--- config.mk ---
export PLATFORM = sky130hd
export DESIGN_NAME = alu_arbiter
export DESIGN_NICKNAME = d
export VERILOG_FILES = /design/src/rtl/alu_pkg.sv /design/src/rtl/alu_arbiter_rr_arbiter.sv /design/src/rtl/alu_arbiter.sv
export SDC_FILE = /design/constraint.sdc
export NUM_CORES = 1
export LEC_CHECK = 0
export CORE_MARGIN = 4
export CORE_UTILIZATION = 35
export DETAILED_ROUTE_END_ITERATION = 8
export HOLD_SLACK_MARGIN = 0.08
export PLACE_DENSITY = 0.79
export SKIP_LAST_GASP = 1
export SYNTH_ARGS = -nofsm -noshare
export SYNTH_HDL_FRONTEND = slang
export SYNTH_SLANG_ARGS = --single-unit
--- constraint.sdc ---
create_clock -name clk -period 3 [get_ports clk]
set_input_delay 0.6 -clock clk [delete_from_list [all_inputs] [get_ports clk]]
set_output_delay 0.6 -clock clk [all_outputs]
set_load 0.02 [all_outputs]
--- src/rtl/alu_pkg.sv ---
// Shared types for the ALU arbiter: ALU op codes, arbiter FSM states and the ALU data width.
package alu_pkg;

  localparam int ALU_DATA_W = 16;

  typedef enum logic [2:0] {
    OP_SUB  = 3'd0,
    OP_ADD  = 3'd1,
    OP_MUL  = 3'd2,
    OP_DIV3 = 3'd3,
    OP_AND  = 3'd4,
    OP_SHL  = 3'd5,
    OP_SHR  = 3'd6,
    OP_RSV  = 3'd7
  } alu_op_e;

  typedef enum logic [1:0] {
    IDLE = 2'd0,
    EXEC = 2'd1,
    RESP = 2'd2
  } arb_state_e;

endpackage

--- src/rtl/alu_arbiter_rr_arbiter.sv ---
// Combinational round-robin picker: the first set request at or after ptr_i wins,
// wrapping from NREQ-1 back to 0.
module rr_arbiter #(
  parameter int NREQ = 4,
  localparam int IDX_W = (NREQ > 1) ? $clog2(NREQ) : 1
) (
  input  logic [NREQ-1:0]  req_i,
  input  logic [IDX_W-1:0] ptr_i,
  output logic [NREQ-1:0]  gnt_o,
  output logic [IDX_W-1:0] idx_o,
  output logic             any_o
);

  always_comb begin
    gnt_o = '0;
    idx_o = '0;
    any_o = 1'b0;
    for (int off = 0; off < NREQ; off++) begin
      int                cand;
      logic [IDX_W-1:0]  candIdx;
      cand = int'(ptr_i) + off;
      if (cand >= NREQ) cand = cand - NREQ;
      candIdx = IDX_W'(cand);
      if (!any_o && req_i[candIdx]) begin
        any_o = 1'b1;
        idx_o = candIdx;
      end
    end
    if (any_o) gnt_o[idx_o] = 1'b1;
  end

endmodule

--- src/rtl/alu_arbiter.sv ---
// Round-robin sharing of the external 16-bit ALU among NREQ valid/ready requesters.
// Optional ALU_ARB_ILLEGAL_OP_EN: op 3'b111 is rejected with rsp_err instead of executed.
module alu_arbiter
  import alu_pkg::*;
#(
  parameter int NREQ   = 4,
  parameter int DATA_W = ALU_DATA_W,
  localparam int IDX_W = (NREQ > 1) ? $clog2(NREQ) : 1
) (
  input  logic                   clk,
  input  logic                   rst,
  input  logic [NREQ-1:0]        req_valid,
  output logic [NREQ-1:0]        req_ready,
  input  logic [NREQ*DATA_W-1:0] req_a,
  input  logic [NREQ*DATA_W-1:0] req_b,
  input  logic [NREQ*3-1:0]      req_op,
  output logic [NREQ-1:0]        rsp_valid,
  input  logic [NREQ-1:0]        rsp_ready,
  output logic [DATA_W-1:0]      rsp_result,
  output logic                   rsp_zero,
  output logic                   rsp_neg,
  output logic                   rsp_err,
  output logic [DATA_W-1:0]      alu_a,
  output logic [DATA_W-1:0]      alu_b,
  output logic [2:0]             alu_ctrl,
  input  logic [DATA_W-1:0]      alu_result,
  input  logic                   alu_zero,
  output logic                   busy
);

  arb_state_e        state_q, state_d;
  logic [IDX_W-1:0]  rrPtr_q, rrPtr_d;
  logic [IDX_W-1:0]  gntIdx_q, gntIdx_d;
  logic [DATA_W-1:0] opA_q, opA_d;
  logic [DATA_W-1:0] opB_q, opB_d;
  logic [2:0]        opC_q, opC_d;
  logic [DATA_W-1:0] result_q, result_d;
  logic              zero_q, zero_d;
  logic              neg_q, neg_d;
`ifdef ALU_ARB_ILLEGAL_OP_EN
  logic              err_q, err_d;
`endif

  logic [NREQ-1:0]   arbGnt;
  logic [IDX_W-1:0]  arbIdx;
  logic              arbAny;

  rr_arbiter #(.NREQ(NREQ)) u_rr (
    .req_i (req_valid),
    .ptr_i (rrPtr_q),
    .gnt_o (arbGnt),
    .idx_o (arbIdx),
    .any_o (arbAny)
  );

  always_ff @(posedge clk or posedge rst) begin
    if (rst) begin
      state_q  <= IDLE;
      rrPtr_q  <= '0;
      gntIdx_q <= '0;
      opA_q    <= '0;
      opB_q    <= '0;
      opC_q    <= '0;
      result_q <= '0;
      zero_q   <= 1'b0;
      neg_q    <= 1'b0;
`ifdef ALU_ARB_ILLEGAL_OP_EN
      err_q    <= 1'b0;
`endif
    end else begin
      state_q  <= state_d;
      rrPtr_q  <= rrPtr_d;
      gntIdx_q <= gntIdx_d;
      opA_q    <= opA_d;
      opB_q    <= opB_d;
      opC_q    <= opC_d;
      result_q <= result_d;
      zero_q   <= zero_d;
      neg_q    <= neg_d;
`ifdef ALU_ARB_ILLEGAL_OP_EN
      err_q    <= err_d;
`endif
    end
  end

  always_comb begin
    state_d  = state_q;
    rrPtr_d  = rrPtr_q;
    gntIdx_d = gntIdx_q;
    opA_d    = opA_q;
    opB_d    = opB_q;
    opC_d    = opC_q;
    result_d = result_q;
    zero_d   = zero_q;
    neg_d    = neg_q;
`ifdef ALU_ARB_ILLEGAL_OP_EN
    err_d    = err_q;
`endif
    case (state_q)
      IDLE: begin
        if (arbAny) begin
          gntIdx_d = arbIdx;
          opA_d    = req_a[int'(arbIdx)*DATA_W +: DATA_W];
          opB_d    = req_b[int'(arbIdx)*DATA_W +: DATA_W];
          opC_d    = req_op[int'(arbIdx)*3 +: 3];
          state_d  = EXEC;
`ifdef ALU_ARB_ILLEGAL_OP_EN
          // Reserved op never reaches the ALU; answer straight from IDLE with a zeroed result.
          if (opC_d == OP_RSV) begin
            err_d    = 1'b1;
            opC_d    = 3'b000;
            result_d = '0;
            zero_d   = 1'b0;
            neg_d    = 1'b0;
            state_d  = RESP;
          end else begin
            err_d    = 1'b0;
          end
`endif
        end
      end
      EXEC: begin
        result_d = alu_result;
        zero_d   = alu_zero;
        neg_d    = alu_result[DATA_W-1];
        state_d  = RESP;
      end
      RESP: begin
        if (rsp_ready[gntIdx_q]) begin
          state_d = IDLE;
          rrPtr_d = (gntIdx_q == IDX_W'(NREQ-1)) ? '0 : gntIdx_q + IDX_W'(1);
        end
      end
      default: state_d = IDLE;
    endcase
  end

  always_comb begin
    rsp_valid = '0;
    if (state_q == RESP) rsp_valid[gntIdx_q] = 1'b1;
  end

  assign req_ready  = (state_q == IDLE) ? arbGnt : '0;
  assign busy       = (state_q != IDLE);
  assign alu_a      = opA_q;
  assign alu_b      = opB_q;
  assign alu_ctrl   = opC_q;
  assign rsp_result = result_q;
  assign rsp_zero   = zero_q;
  assign rsp_neg    = neg_q;
`ifdef ALU_ARB_ILLEGAL_OP_EN
  assign rsp_err    = err_q;
`else
  assign rsp_err    = 1'b0;
`endif

endmodule
==> results of run 1 <==
## worst reg2reg max path: cells and delay by family (launching register included)
kind	cells	cell delay (ps)
flip-flops	1	470
AND/OR/NAND/NOR	1	200
multiplexers	1	360
AO/OA/AOI/OAI	3	410
buffers and inverters	1	530
## metrics by stage
step	total power [W]	area [um2]	utilization	worst slack, ps
after floorplan	0.00361	3450	-	578
after global placement	0.00493	5840	0.620	-151
after detailed placement	0.00504	5840	0.620	-200
after CTS	0.00575	6020	0.639	83.2
after global routing	0.00608	6020	0.639	25.7
final	0.00569	6020	0.639	59.3
## power breakdown
part / switching (W) / total (W) / internal [W]
registers: 0.000295 / 0.00148 / 0.00119
clock network: 0.000318 / 0.000696 / 0.000378
logic: 0.00182 / 0.00352 / 0.00169
## kinds of logic after synthesis
family / count (synthesis) / synth area share
multiplexers: 54 / 0.167
flip-flops: 58 / 0.421
buffers and inverters: 38 / 0.0664
adder cells (fa/ha/maj): 4 / 0.0145
AO/OA/AOI/OAI: 123 / 0.249
AND/OR/NAND/NOR: 63 / 0.0813
other: 1 / 0.00109
## Yosys cell counts (all sizes together)
cell type,count
nor3,1
o311a,1
mux2i,35
mux4,1
a211o,1
o31a,1
mux2,18
o221a,1
and3,1
a21o,1
dfrtp,58
clkbuf,14
o22ai,36
nand2b,4
a21oi,3
o31ai,2
and2,6
nand2,6
buf,17
o21ai,41
nor2,40
a31oi,1
conb,1
a221oi,35
ha,4
nor2b,4
or2,1
inv,7
## how the worst max path moves through the flow
stage | from | to | slack (ps) | cells after the start
floorplan | req_valid[1] | req_ready[1] | 580 | 6
CTS | req_valid[0] | req_ready[1] | 80 | 6
global placement | req_valid[2] | req_ready[1] | -150 | 6
detailed placement | req_valid[0] | req_ready[1] | -200 | 6
global route | req_valid[2] | req_ready[1] | 30 | 6
finish | req_valid[0] | req_ready[1] | 60 | 6
## area by class of cell
type | instances | share of cell area
inverters | 7 | 0.00436
well taps | 129 | 0.0268
repair buffers | 248 | 0.403
multi-input cells | 245 | 0.294
clock inverters | 6 | 0.00956
clock buffers | 10 | 0.0212
flip-flops and latches | 58 | 0.241
## state kept, by name, indices dropped and copies added (netlist names)
| signal | cells |
|---|---|
| alu_ctrl | 3 |
| rsp_zero | 1 |
| gntIdx_q | 2 |
| rrPtr_q | 2 |
| alu_a | 16 |
| rsp_result | 16 |
| state_q | 2 |
| alu_b | 16 |
## timing repair
action                                  CTS  global route
resized for setup                         4             0
buffers inserted                          0             0
hold buffers                              0             0
endpoints found under the setup margin    4             0
## routing by layer
| layer | wire, um | track usage | up-vias | share of wire |
|---|---|---|---|---|
| met5 | 0 | 0 | - | 0 |
| met4 | 212 | 0.0758 | 0 | 0.016 |
| met3 | 886 | 0.0494 | 18 | 0.068 |
| met2 | 7010 | 0.401 | 162 | 0.54 |
| met1 | 4850 | 0.245 | 1824 | 0.37 |
| li1 | - | - | 1749 | - |
==> reports/results.txt, run 1 <==
data required time of the critical path: 2400 ps
clk_skew: 9.16 ps
post-route insts no fill: 703
synthesized area: 0.00345 mm2
Max stage delay on crit path: 510 ps
antenna violations before repair: 0
Sequential Area: 0.00145 mm2
Yosys top cell area share: 0.421
CP arrival: 2340 ps
ant diodes: 0
peak fanout along the critical path: 6
Synth warnings: 0
DPL Wire Length: 10,100 um
sequential-to-total area share from yosys stat: 0.421
final hold vios: 0
Via Count: 3,753
Root Driver: clkbuf_8
initial core utilization: 0.366
Post-Synthesis Cells: 341
num ports: 230
Crit path buffers/inverters: 2
most common cell after layout, fill and taps aside: clkdlybuf4s50_1
pins over their slew limit: 0
crit path cell chain: clkdlybuf4s50_1, nand2b_1, a21oi_1, a211o_2, nor3_1, dlygate4sd2_1
WL per Instance: 18.4 um
crit end category: output pin
LEAKAGE: 2.46 nW
Worst Hold Path EP: rsp_result[3]
CP delay by family, top: buffers and inverters
share of layout cells above drive strength 1: 0.113
Remaining DRCs: 0
register bit total from synthesis: 58
top cell type by total area after synthesis: dfrtp_1
Reg2Reg Setup Slack: 910 ps
Congestion Overflow GR: 0
hold_sp: rsp_result[3]
worst slew pin tran: 814 ps
critical path class: in -> out
Hold Slack: 503 ps
CTS tree: yes
row count: 35
wirelength, routed: 13,000 um
Final TNS setup: 0 ps
Yosys cell types: 36
RSZ-0062 raised after global routing: false
Longest Clk Path Bufs: 2
Reg2Reg Launch Point: rrPtr_q[0]
Pre-antenna DRT Iters: 5
GRT Util Overall: 0.218
crit path max-delay cell type: clkdlybuf4s50_1
dpl cells: 687
Tmin final: 2940 ps
Pwr Density: 946 mW/mm2
vias in the first global route: 3,800
Area Overhead vs Synth: 74.6%
Max Clock Freq: 0.340 GHz
maximum level of the CTS H-tree: 3
Slew headroom: 0.457
CORE AREA: 0.00942 mm2
commonest non-fill, non-tap cells in the layout: clkdlybuf4s50_1, dfrtp_1, nor2_1, mux2i_1, o22ai_1
fill cell count: 760
Mapped Nets: 512
remaining antenna violation count after routing: 0
Area contributors post-synth: dfrtp_1, mux2i_1, a221oi_1
Final Setup Violations: 0
CTS buffer count: 9
VDD IR-drop max: 0.000413 V
Syn Area/Cell: 10.1 um2
first-pass GRT wire length: 19,700 um
Hold Path Depth: 1
Port Buf Inserts: 228
multi-input logic area: 0.00177 mm2
Worst R2R End: alu_b[13]
routability congestion estimate: 0.799
CTS Sinks: 58
clock slew at reported path FFs: 60 ps
Worst Hold Class: reg -> reg
vias per cell: 5.34
status: finished, final reports clean
Die Area: 0.0115 mm2
Reg2Reg Depth: 6
Iter 0 DRT Violations: 173
die height: 107 um
Final #Nets: 740
Startpoint Class: input port
worst skew pair latency: 330 ps
pin count of the biggest net entering global routing: 38
die width: 107 um
max cap viols: 0
Final Cycle Share: 0.980
No activity file was read; power rests on OpenSTA's default activity.
==> inputs of run 2 (changes only) <==
Settings changed: CORE_MARGIN 4 to 2, SLEW_MARGIN set to 20.
==> run 2 against run 1 <==
Against the previous run:
- global-route usage up 1.6 points
- die area down 7.3%
- clock skew down 1.0 ps
- cell area up 0.29%
- setup slack better by 64 ps
- clock-buffer cell count up 3
- wire length down 2.1%
- critical path depth unchanged
- combinational power about the same
- sequential power about the same
- clock power up 8.3%
- core utilization down 1.6 points
- largest power group unchanged
- highest routed layer unchanged
==> reports/results.txt, run 2 (synthesis gave the netlist of run 1 again) <==
CTS Hold Bufs: 0
RSZ-0062 raised after global routing: false
switch share: 0.423
worst slew pin tran: 806 ps
Die Area: 0.0107 mm2
Max Clock Freq: 0.348 GHz
wirelength, routed: 12,700 um
Final Cycle Share: 0.959
critical path class: in -> out
Logic pwr share: 0.610
status: finished, final reports clean
initial core utilization: 0.356
CTS tree: yes
Pre-antenna DRT Iters: 5
Root Driver: clkbuf_8
post-route insts no fill: 704
final hold vios: 0
Via Count: 3,787
CP arrival: 2280 ps
worst skew pair latency: 330 ps
Pwr Density: 953 mW/mm2
num ports: 230
Remaining DRCs: 0
Reg2Reg Setup Slack: 890 ps
Slew headroom: 0.463
clock slew at reported path FFs: 70 ps
Switch Pwr: 0.00243 W
maximum level of the CTS H-tree: 3
post_cts resized: 4
CTS buffer count: 9
GRT Util Overall: 0.234
vias per cell: 5.38
LEAKAGE: 2.46 nW
ant diodes: 0
Iter 0 DRT Violations: 124
Final Setup Violations: 0
Clock Power Share: 0.131
Congestion Overflow GR: 0
row count: 36
Longest Clk Path Bufs: 2
Reg power frac: 0.259
CORE AREA: 0.00968 mm2
Post-DP Area: 0.00584 mm2
Tmin final: 2880 ps
Area Overhead vs Synth: 75.1%
Final #Nets: 738
VDD IR-drop max: 0.000491 V
first-pass GRT wire length: 19,100 um
DPL Wire Length: 9540 um
Port Buf Inserts: 228
share of layout cells above drive strength 1: 0.110
WL per Instance: 18.0 um
pins over their slew limit: 0
die height: 103 um
die width: 103 um
pin count of the biggest net entering global routing: 42
routability congestion estimate: 0.852
max cap viols: 0
crit end category: output pin
Int Pwr: 0.00332 W
CTS Sinks: 58
Worst Hold Class: reg -> reg
fin area: 0.00604 mm2
remaining antenna violation count after routing: 0
Startpoint Class: input port
data required time of the critical path: 2400 ps
peak fanout along the critical path: 6
clk_skew: 8.12 ps
dpl cells: 689
vias in the first global route: 3,820
post-CTS setup buffer count: 0
commonest non-fill, non-tap cells in the layout: clkdlybuf4s50_1, dfrtp_1, nor2_1, mux2i_1, o22ai_1
antenna violations before repair: 0
most common cell after layout, fill and taps aside: clkdlybuf4s50_1
-- run 2: final timing paths --
check,from,end,cells past startpoint
max,req_valid[0],req_ready[3],6
min,rsp_result[12],rsp_result[12],1
max reg2reg,rrPtr_q[0],alu_a[2],6
min reg2reg,rsp_result[12],rsp_result[12],1
max in group asynchronous,rst,alu_a[9],3
min in group asynchronous,rst,rsp_result[4],2
-- run 2: through the flow --
step | setup WS [ps] | total power [W] | util | hold WS, ps | TNS, ps
global route | 78.0 | 0.00613 | 0.623 | 516 | 0
detailed placement | -228 | 0.00503 | 0.603 | 494 | -440
global placement | -163 | 0.00491 | 0.603 | 486 | -222
CTS | 24.1 | 0.00579 | 0.624 | 509 | 0
floorplan | 578 | 0.00361 | - | 526 | 0
finish | 123 | 0.00575 | 0.623 | 504 | 0
-- run 2: cell type report --
cell class	instances	area [um2]
sequential	58	1450
tap	133	166
multi-input combinational	245	1770
clock buffer	13	169
inverter	7	26.3
fill	848	3650
timing repair buffer	246	2420
clock inverter	2	35.0
-- run 2: critical path, cell delays in order --
cell	delay (ps)
clkdlybuf4s50_1	510
nor2b_1	200
o21ai_1	230
and3_1	230
and2_1	130
dlygate4sd2_1	370
-- run 2: metal layers --
layer / part of all wire / vias to the layer above / track usage
li1: - / 1745 / -
met1: 0.37 / 1830 / 0.259
met2: 0.53 / 180 / 0.427
met3: 0.070 / 32 / 0.0464
met4: 0.027 / 0 / 0.113
met5: 0 / - / 0
-- run 2: power by group through the flow --
stage	sequential (W)	combinational [W]	clock, W
floorplan	0.00186	0.00175	0
global placement	0.00147	0.00344	0
detailed placement	0.00150	0.00353	0
CTS	0.00149	0.00353	0.000769
global route	0.00155	0.00378	0.000804
finish	0.00149	0.00351	0.000754
